### src/rtl/sme_pkg.sv
// Shared types for the masked SME ALU sequencer: opcode enum, FSM states,
// the one-hot strobe bundle driven to the ALU, and the RNG word-count helper.
// Pure declarations; no logic, no latency, no flow control of its own.
package sme_pkg;

  // Masked ALU opcodes as issued by the core's SME issue stage.
  typedef enum logic [3:0] {
    SME_XOR,
    SME_AND,
    SME_OR,
    SME_ANDN,
    SME_ORN,
    SME_XNOR,
    SME_SLL,
    SME_SRL,
    SME_ROL,
    SME_ROR,
    SME_ADD,
    SME_SUB,
    SME_MASK,
    SME_UNMASK,
    SME_REMASK
  } sme_alu_op_t;

  // Sequencer states: one operation in flight at most.
  typedef enum logic [1:0] {
    SEQ_IDLE,
    SEQ_RNG,
    SEQ_EXEC,
    SEQ_RESP
  } sme_alu_seq_state_t;

  // One-hot (plus modifier) strobes presented to the masked ALU.
  typedef struct packed {
    logic op_xor;
    logic op_and;
    logic op_or;
    logic op_notrs2;
    logic op_shift;
    logic op_rotate;
    logic op_left;
    logic op_right;
    logic op_add;
    logic op_sub;
    logic op_mask;
    logic op_unmask;
    logic op_remask;
  } sme_alu_strb_t;

  // Number of RNG words needed for smax shares: one per share for refreshing
  // plus one per share pair for the masked multiply/and gadget.
  function automatic int sme_rmax(input int smax);
    return smax + (smax * (smax - 1)) / 2;
  endfunction

endpackage

### src/rtl/sme_alu_op_decode.sv
// Purpose: combinational decode of sme_alu_op_t into masked-ALU strobes.
// Latency: 0 cycles (pure combinational). Backpressure: none; strobes are
// forced to 0 whenever en is low.
// Ports: en (strobe enable), op (opcode), strb (one-hot strobes + modifiers).
module sme_alu_op_decode
  import sme_pkg::*;
(
  input  logic          en,
  input  sme_alu_op_t   op,
  output sme_alu_strb_t strb
);

  always_comb begin
    strb = '0;
    if (en) begin
      case (op)
        SME_XOR:    strb.op_xor = 1'b1;
        SME_AND:    strb.op_and = 1'b1;
        SME_OR:     strb.op_or  = 1'b1;
        // Inverted-operand forms reuse the base gadget with rs2 negated.
        SME_ANDN: begin
          strb.op_and    = 1'b1;
          strb.op_notrs2 = 1'b1;
        end
        SME_ORN: begin
          strb.op_or     = 1'b1;
          strb.op_notrs2 = 1'b1;
        end
        SME_XNOR: begin
          strb.op_xor    = 1'b1;
          strb.op_notrs2 = 1'b1;
        end
        SME_SLL: begin
          strb.op_shift = 1'b1;
          strb.op_left  = 1'b1;
        end
        SME_SRL: begin
          strb.op_shift = 1'b1;
          strb.op_right = 1'b1;
        end
        SME_ROL: begin
          strb.op_rotate = 1'b1;
          strb.op_left   = 1'b1;
        end
        SME_ROR: begin
          strb.op_rotate = 1'b1;
          strb.op_right  = 1'b1;
        end
        SME_ADD:    strb.op_add    = 1'b1;
        SME_SUB:    strb.op_sub    = 1'b1;
        SME_MASK:   strb.op_mask   = 1'b1;
        SME_UNMASK: strb.op_unmask = 1'b1;
        SME_REMASK: strb.op_remask = 1'b1;
        default:    strb = '0;
      endcase
    end
  end

endmodule

### src/rtl/sme_alu_seq.sv
// Purpose: sequences one masked ALU op: latch request, collect RNG, run ALU, return result.
// Latency: accept at N -> rsp_valid at N+3, +1 per RNG wait cycle, +1 per ALU wait cycle.
// Backpressure: req_ready only in IDLE; rsp held stable until rsp_valid&&rsp_ready; flush wins.
// Ports: g_clk/g_reset (async high), g_clk_req, flush, req_* (request in),
//   rng_* (randomness handshake), alu_* (to/from masked ALU), rsp_* (response out).
// Optional: define SME_ALU_SEQ_WDOG_EN for an EXEC-cycle watchdog that aborts the
//   op with rsp_err=1 and zeroed result after WDOG_MAX stalled EXEC cycles.
module sme_alu_seq
  import sme_pkg::*;
#(
  parameter  int XLEN     = 32,
  parameter  int SMAX     = 4,
  parameter  int WDOG_MAX = 255,
  localparam int RMAX     = sme_rmax(SMAX)
)(
  input  logic                 g_clk,
  input  logic                 g_reset,
  output logic                 g_clk_req,
  input  logic                 flush,
  input  logic                 req_valid,
  output logic                 req_ready,
  input  sme_alu_op_t          req_op,
  input  logic [4:0]           req_shamt,
  input  logic [SMAX*XLEN-1:0] req_rs1,
  input  logic [SMAX*XLEN-1:0] req_rs2,
  output logic                 rng_req,
  input  logic                 rng_valid,
  input  logic [RMAX*XLEN-1:0] rng_data,
  output logic                 alu_valid,
  input  logic                 alu_ready,
  output logic                 alu_flush,
  output logic                 alu_op_xor,
  output logic                 alu_op_and,
  output logic                 alu_op_or,
  output logic                 alu_op_notrs2,
  output logic                 alu_op_shift,
  output logic                 alu_op_rotate,
  output logic                 alu_op_left,
  output logic                 alu_op_right,
  output logic                 alu_op_add,
  output logic                 alu_op_sub,
  output logic                 alu_op_mask,
  output logic                 alu_op_unmask,
  output logic                 alu_op_remask,
  output logic [4:0]           alu_shamt,
  output logic [SMAX*XLEN-1:0] alu_rs1,
  output logic [SMAX*XLEN-1:0] alu_rs2,
  output logic [RMAX*XLEN-1:0] alu_rng,
  input  logic [SMAX*XLEN-1:0] alu_rd,
  output logic                 rsp_valid,
  input  logic                 rsp_ready,
  output logic [SMAX*XLEN-1:0] rsp_rd,
  output logic                 rsp_err
);

  sme_alu_seq_state_t   state_q, state_d;
  sme_alu_op_t          op_q;
  logic [4:0]           shamt_q;
  logic [SMAX*XLEN-1:0] rs1_q, rs2_q, rd_q;
  logic [RMAX*XLEN-1:0] rng_q;
  sme_alu_strb_t        strb;

  logic accept, rng_take, alu_done, wdog_hit, wdog_abort;

  // Next-state and handshake outputs; flush overrides every transition.
  always_comb begin
    state_d    = state_q;
    req_ready  = 1'b0;
    rng_req    = 1'b0;
    alu_valid  = 1'b0;
    alu_flush  = 1'b0;
    rsp_valid  = 1'b0;
    accept     = 1'b0;
    rng_take   = 1'b0;
    alu_done   = 1'b0;
    wdog_abort = 1'b0;
    case (state_q)
      SEQ_IDLE: begin
        req_ready = !flush;
        if (!flush && req_valid) begin
          accept  = 1'b1;
          state_d = SEQ_RNG;
        end
      end
      SEQ_RNG: begin
        rng_req = 1'b1;
        if (flush) begin
          state_d = SEQ_IDLE;
        end else if (rng_valid) begin
          rng_take = 1'b1;
          state_d  = SEQ_EXEC;
        end
      end
      SEQ_EXEC: begin
        alu_valid = 1'b1;
        if (flush) begin
          alu_flush = 1'b1;
          state_d   = SEQ_IDLE;
        end else if (alu_ready) begin
          alu_done = 1'b1;
          state_d  = SEQ_RESP;
        end else if (wdog_hit) begin
          // A result arriving on the limit cycle still wins over the abort.
          alu_flush  = 1'b1;
          wdog_abort = 1'b1;
          state_d    = SEQ_RESP;
        end
      end
      SEQ_RESP: begin
        rsp_valid = 1'b1;
        if (flush || rsp_ready) begin
          state_d = SEQ_IDLE;
        end
      end
      default: state_d = SEQ_IDLE;
    endcase
  end

  // Operand, randomness and result capture. Everything clears on reset so no
  // stale share or mask survives into the next operation's register file.
  always_ff @(posedge g_clk or posedge g_reset) begin
    if (g_reset) begin
      state_q <= SEQ_IDLE;
      op_q    <= SME_XOR;
      shamt_q <= '0;
      rs1_q   <= '0;
      rs2_q   <= '0;
      rng_q   <= '0;
      rd_q    <= '0;
    end else begin
      state_q <= state_d;
      if (accept) begin
        op_q    <= req_op;
        shamt_q <= req_shamt;
        rs1_q   <= req_rs1;
        rs2_q   <= req_rs2;
      end
      if (rng_take) begin
        rng_q <= rng_data;
      end
      if (alu_done) begin
        rd_q <= alu_rd;
      end else if (wdog_abort) begin
        rd_q <= '0;
      end
    end
  end

`ifdef SME_ALU_SEQ_WDOG_EN
  localparam logic [7:0] WDOG_LIM = 8'(WDOG_MAX);

  logic [7:0] wdog_cnt;
  logic       err_q;

  assign wdog_hit = (wdog_cnt == WDOG_LIM);

  // Counter restarts on each EXEC entry and counts stalled EXEC cycles.
  always_ff @(posedge g_clk or posedge g_reset) begin
    if (g_reset) begin
      wdog_cnt <= '0;
      err_q    <= 1'b0;
    end else begin
      if (rng_take) begin
        wdog_cnt <= '0;
      end else if (state_q == SEQ_EXEC && !alu_ready) begin
        wdog_cnt <= wdog_cnt + 8'd1;
      end
      if (wdog_abort) begin
        err_q <= 1'b1;
      end else if (state_q == SEQ_RESP && (rsp_ready || flush)) begin
        err_q <= 1'b0;
      end
    end
  end

  assign rsp_err = err_q;
`else
  assign wdog_hit = 1'b0;
  assign rsp_err  = 1'b0;
`endif

  sme_alu_op_decode u_decode (
    .en   (state_q == SEQ_EXEC),
    .op   (op_q),
    .strb (strb)
  );

  assign alu_op_xor    = strb.op_xor;
  assign alu_op_and    = strb.op_and;
  assign alu_op_or     = strb.op_or;
  assign alu_op_notrs2 = strb.op_notrs2;
  assign alu_op_shift  = strb.op_shift;
  assign alu_op_rotate = strb.op_rotate;
  assign alu_op_left   = strb.op_left;
  assign alu_op_right  = strb.op_right;
  assign alu_op_add    = strb.op_add;
  assign alu_op_sub    = strb.op_sub;
  assign alu_op_mask   = strb.op_mask;
  assign alu_op_unmask = strb.op_unmask;
  assign alu_op_remask = strb.op_remask;

  assign alu_shamt = shamt_q;
  assign alu_rs1   = rs1_q;
  assign alu_rs2   = rs2_q;
  assign alu_rng   = rng_q;
  assign rsp_rd    = rd_q;

  assign g_clk_req = (state_q != SEQ_IDLE) || req_valid;

endmodule

### config.mk
export PLATFORM = sky130hd
export DESIGN_NAME = sme_alu_seq
export DESIGN_NICKNAME = d
export VERILOG_FILES = /design/src/rtl/sme_pkg.sv /design/src/rtl/sme_alu_op_decode.sv /design/src/rtl/sme_alu_seq.sv
export SDC_FILE = /design/constraint.sdc
export NUM_CORES = 1
export LEC_CHECK = 0
export BUFFER_PORTS_ARGS = -buffer_cell sky130_fd_sc_hd__buf_4
export CAP_MARGIN = 10
export CORE_AREA = 2 2 563 565
export CTS_CLUSTER_SIZE = 20
export DETAILED_ROUTE_END_ITERATION = 8
export DIE_AREA = 0 0 565 567
export PLACE_DENSITY = 0.34
export SYNTH_ARGS = -nofsm -noshare
export SYNTH_HDL_FRONTEND = slang
export SYNTH_SLANG_ARGS = --single-unit
### constraint.sdc
create_clock -name g_clk -period 28.6 [get_ports g_clk]
set_input_delay 2.86 -clock g_clk [delete_from_list [all_inputs] [get_ports g_clk]]
set_output_delay 2.86 -clock g_clk [all_outputs]
set_load 0.03 [all_outputs]
==> qor.txt <==
=========================================================================
Outcome .................................................... complete, no violations
Cts repair resizes .........................................            0
Hold violation total from the final report .................            0
WP data required ...........................................     25.74 ns
Total placed instance area .................................  42500 sq um
Part of the power in registers .............................        0.320
P_int ......................................................      2.80 mW
Maximum fanout along the worst path ........................            3
Half-perimeter wire length after detailed placement ........    210000 um
Clock power frac ...........................................        0.276
First drt pass iteration count .............................            5
Leakage dissipation ........................................      20.3 nW
Worst slack at placement ...................................     21.75 ns
VDD IR-drop max ............................................    0.0485 mV
Min Tclk post-route ........................................      6.32 ns
Power density over the cells ...............................  103 nW/um^2
Sum of routed wire length over all layers ..................    239000 um
Top cells by area, synth ................................... dfrtp_1, mux2_2, buf_6, mux2_1, buf_4
GP Congestion ..............................................        0.883
Headroom to the max-slew limit .............................        0.269
H-tree Lvls ................................................            3
Crit Path Category ......................................... input port to output pin
CP top delay family ........................................ simple AND/OR/NAND/NOR gates
Detailed router's first-iteration violation count ..........          903
Via count ..................................................        21500
Routed len/inst ............................................      32.5 um
Vias in the first global route .............................        21800
Global-route wire length before repair .....................    288000 um
Setup_tns ..................................................         0 ns
Floorplan core area ........................................ 314000 sq um
Buffers from clock root to sink, at most ...................            4
Crit-path slowest cell .....................................        or3_1
Worst Clk Skew .............................................    0.0439 ns
Count of buffers inserted at the top-level ports ...........         1447
Post-synthesis sequential element count ....................          715
Maximum frequency from static timing analysis ..............    0.158 GHz
YS warnings ................................................            0
GRT Resource Usage Total ...................................        0.144
Width of the die ...........................................       565 um
Unrepaired setup endpoints after global routing ............        false
Pin count of the biggest net entering global routing .......          104
Latest clock arrival within the worst-skew pair ............      0.82 ns
Row Count ..................................................          206
Critical Path Start Type ...................................   input port
Number of fill cells in the layout .........................        35200
Antenna violations before repair ...........................          411
CP max stage delay .........................................      0.31 ns
Number of buffer and inverter stages on the critical path ..            2
Portion of total power attributed to combinational logic ...        0.405
Net count after synthesis ..................................         2277
Final setup vio count ......................................            0
Area fraction of the dominant cell type after synthesis ....        0.665
Post-route setup slack .....................................     22.28 ns
Netlist Area Pre-Place .....................................  26900 sq um
Switching part of the total power ..........................        0.413
Design area ................................................  46000 sq um
IO Pins ....................................................         1449
Num CTS Buffers ............................................          105
Endpoint type of the worst setup path ......................   output pin
Fraction of layout cells with a size suffix above 1 ........        0.742
Via-to-Cell Ratio ..........................................         2.92
Max capacitance violation total ............................            0
Min-delay worst type ....................................... flop to flop
Die Y-Extent ...............................................       567 um
Crit path arrival time .....................................      3.46 ns
Antenna violation net count after detailed routing .........            0
Number of nets in the layout ...............................         3771
Clock tree from TritonCTS ..................................        built
Period Utilization, post-route .............................        0.221
Detailed-route DRC error count .............................            0
Initial core utilization ...................................       0.0857
Clock tree root driver cell ................................    clkbuf_16
Netlist cell types .........................................           29
Series of cell instances along the critical path ........... buf_4 -> or3_1 -> buf_4
Most numerous cell on the critical path ....................        buf_4
Count of buffers added by post-CTS timing repair for setup .            0
Number of clock sinks ......................................          715
Area leader, netlist .......................................      dfrtp_1
Cell count after synthesis .................................         1557
Slew @ Worst Pin ...........................................      1.10 ns
Total congestion overflow ..................................            0
Area enclosed by the die boundary .......................... 320000 sq um
Max-slew violations ........................................            0
Number of hold-repair buffers added at the cts stage .......            0
Reported net switching power ...............................      1.97 mW
Synthesized area divided by synthesized cell count .........   17.3 sq um
Sequential area share after synthesis ......................        0.665
Area delta synth->final ....................................        71.0%
Clock slew at reported path FFs ............................      0.05 ns
=========================================================================
[worst reg2reg max path, delay by kind of cell, from the launching register on]
| kind | cells | cell delay, ns |
|---|---|---|
| buf+inv | 3 | 2.32 |
| flops | 1 | 0.71 |
| mux | 1 | 0.50 |
| simple gates | 1 | 0.32 |
[sequential cells by signal (all words and copies together) (netlist names)]
signal,count
op_q,4
rsp_rd,128
alu_shamt,5
state_q,2
alu_rs1,128
alu_rs2,128
alu_rng,320
[per-layer routing]
layer	wire, um	GRT usage
met5	1730	0
met2	107000	0.230
met4	6430	0.0294
met1	78400	0.136
met3	45800	0.132
[layout make-up]
class                           instances  area (sq um)  share of cell area
Sequential cell                       715         17900               0.389
Timing Repair Buffer                 1471         11100               0.240
Clock inverter                         25           362             0.00785
Antenna cell                           77           193             0.00419
Tap cell                             4160          5200               0.113
Multi-Input combinational cell        757          8350               0.181
Clock buffer                          147          2970              0.0644
Inverter                                1          11.3            0.000245
[final timing paths]
kind | start | to | slack [ns] | cells past startpoint
max | req_valid | g_clk_req | 22.28 | 3
min | alu_rng[268] | alu_rng[268] | 0.49 | 1
max reg2reg | state_q[0] | alu_rng[55] | 24.64 | 5
min reg2reg | alu_rng[268] | alu_rng[268] | 0.49 | 1
max in group asynchronous | g_reset | alu_rs1[50] | 22.82 | 6
min in group asynchronous | g_reset | alu_rng[294] | 2.06 | 2
[layout by cell type, fill, tap and decap left out, drive strengths merged, types with 2 or more instances in the layout]
cell type	n
nand2	2
nand3b	5
and2	2
mux2	714
bufinv	6
clkinv	12
inv	6
clkbuf	147
nor3	5
nor3b	2
clkinvlp	2
nor2	5
buf	1471
or3b	3
a21oi	4
diode	77
dfrtp	715
nor2b	3
[logic make-up (layout without fill, tap and decap cells)]
kind of cell | after synthesis | after routing | synth area share
DFF | 715 | 715 | 0.665
muxes | 715 | 715 | 0.299
buffers and inverters | 85 | 1644 | 0.0260
other | 1 | 78 | 0.000139
AOI/OAI and AO/OA | 6 | 6 | 0.00144
xor gates and xnor gates | 2 | 2 | 0.000651
and+or+nand+nor | 33 | 33 | 0.00804
[power groups by stage]
stage	Combinational, mW	Sequential (mW)	Clock [mW]
floorplan	0.327	2.13	0
global placement	2.00	1.54	0
detailed placement	2.00	1.54	0
CTS	2.00	1.53	1.37
global route	2.02	1.57	1.41
finish	1.93	1.52	1.31
[stage by stage]
step	cells	total power [mW]	utilization	hold WS, ns
6_report	7353	4.76	0.147	0.489
5_1_grt	7288	4.99	0.146	0.513
4_1_cts	7276	4.91	0.146	0.495
3_5_place_dp	7104	3.54	0.135	0.482
3_3_place_gp	7104	3.53	0.135	0.480
2_1_floorplan	1557	2.46	-	0.567
[cell usage after synthesis]
cell type and count:
a21bo_2 1, mux2i_1 1, mux2_1 30, nor3b_1 2
nand3b_1 5, buf_4 32, conb_1 1, and4bb_2 1
dfrtp_1 715, or3_1 1, mux2_2 684, nor2b_1 3
xnor2_1 1, nand2_1 2, clkbuf_1 4, a22o_1 1
xor2_1 1, nand3_1 1, nor3_1 5, or3b_2 3
inv_1 1, buf_2 16, and2_1 2, a21oi_1 4
nor2_1 5, nor4b_2 1, nor4bb_1 1, nand2b_1 1
buf_6 32
Note: power is estimated with default switching activity, not from simulation.
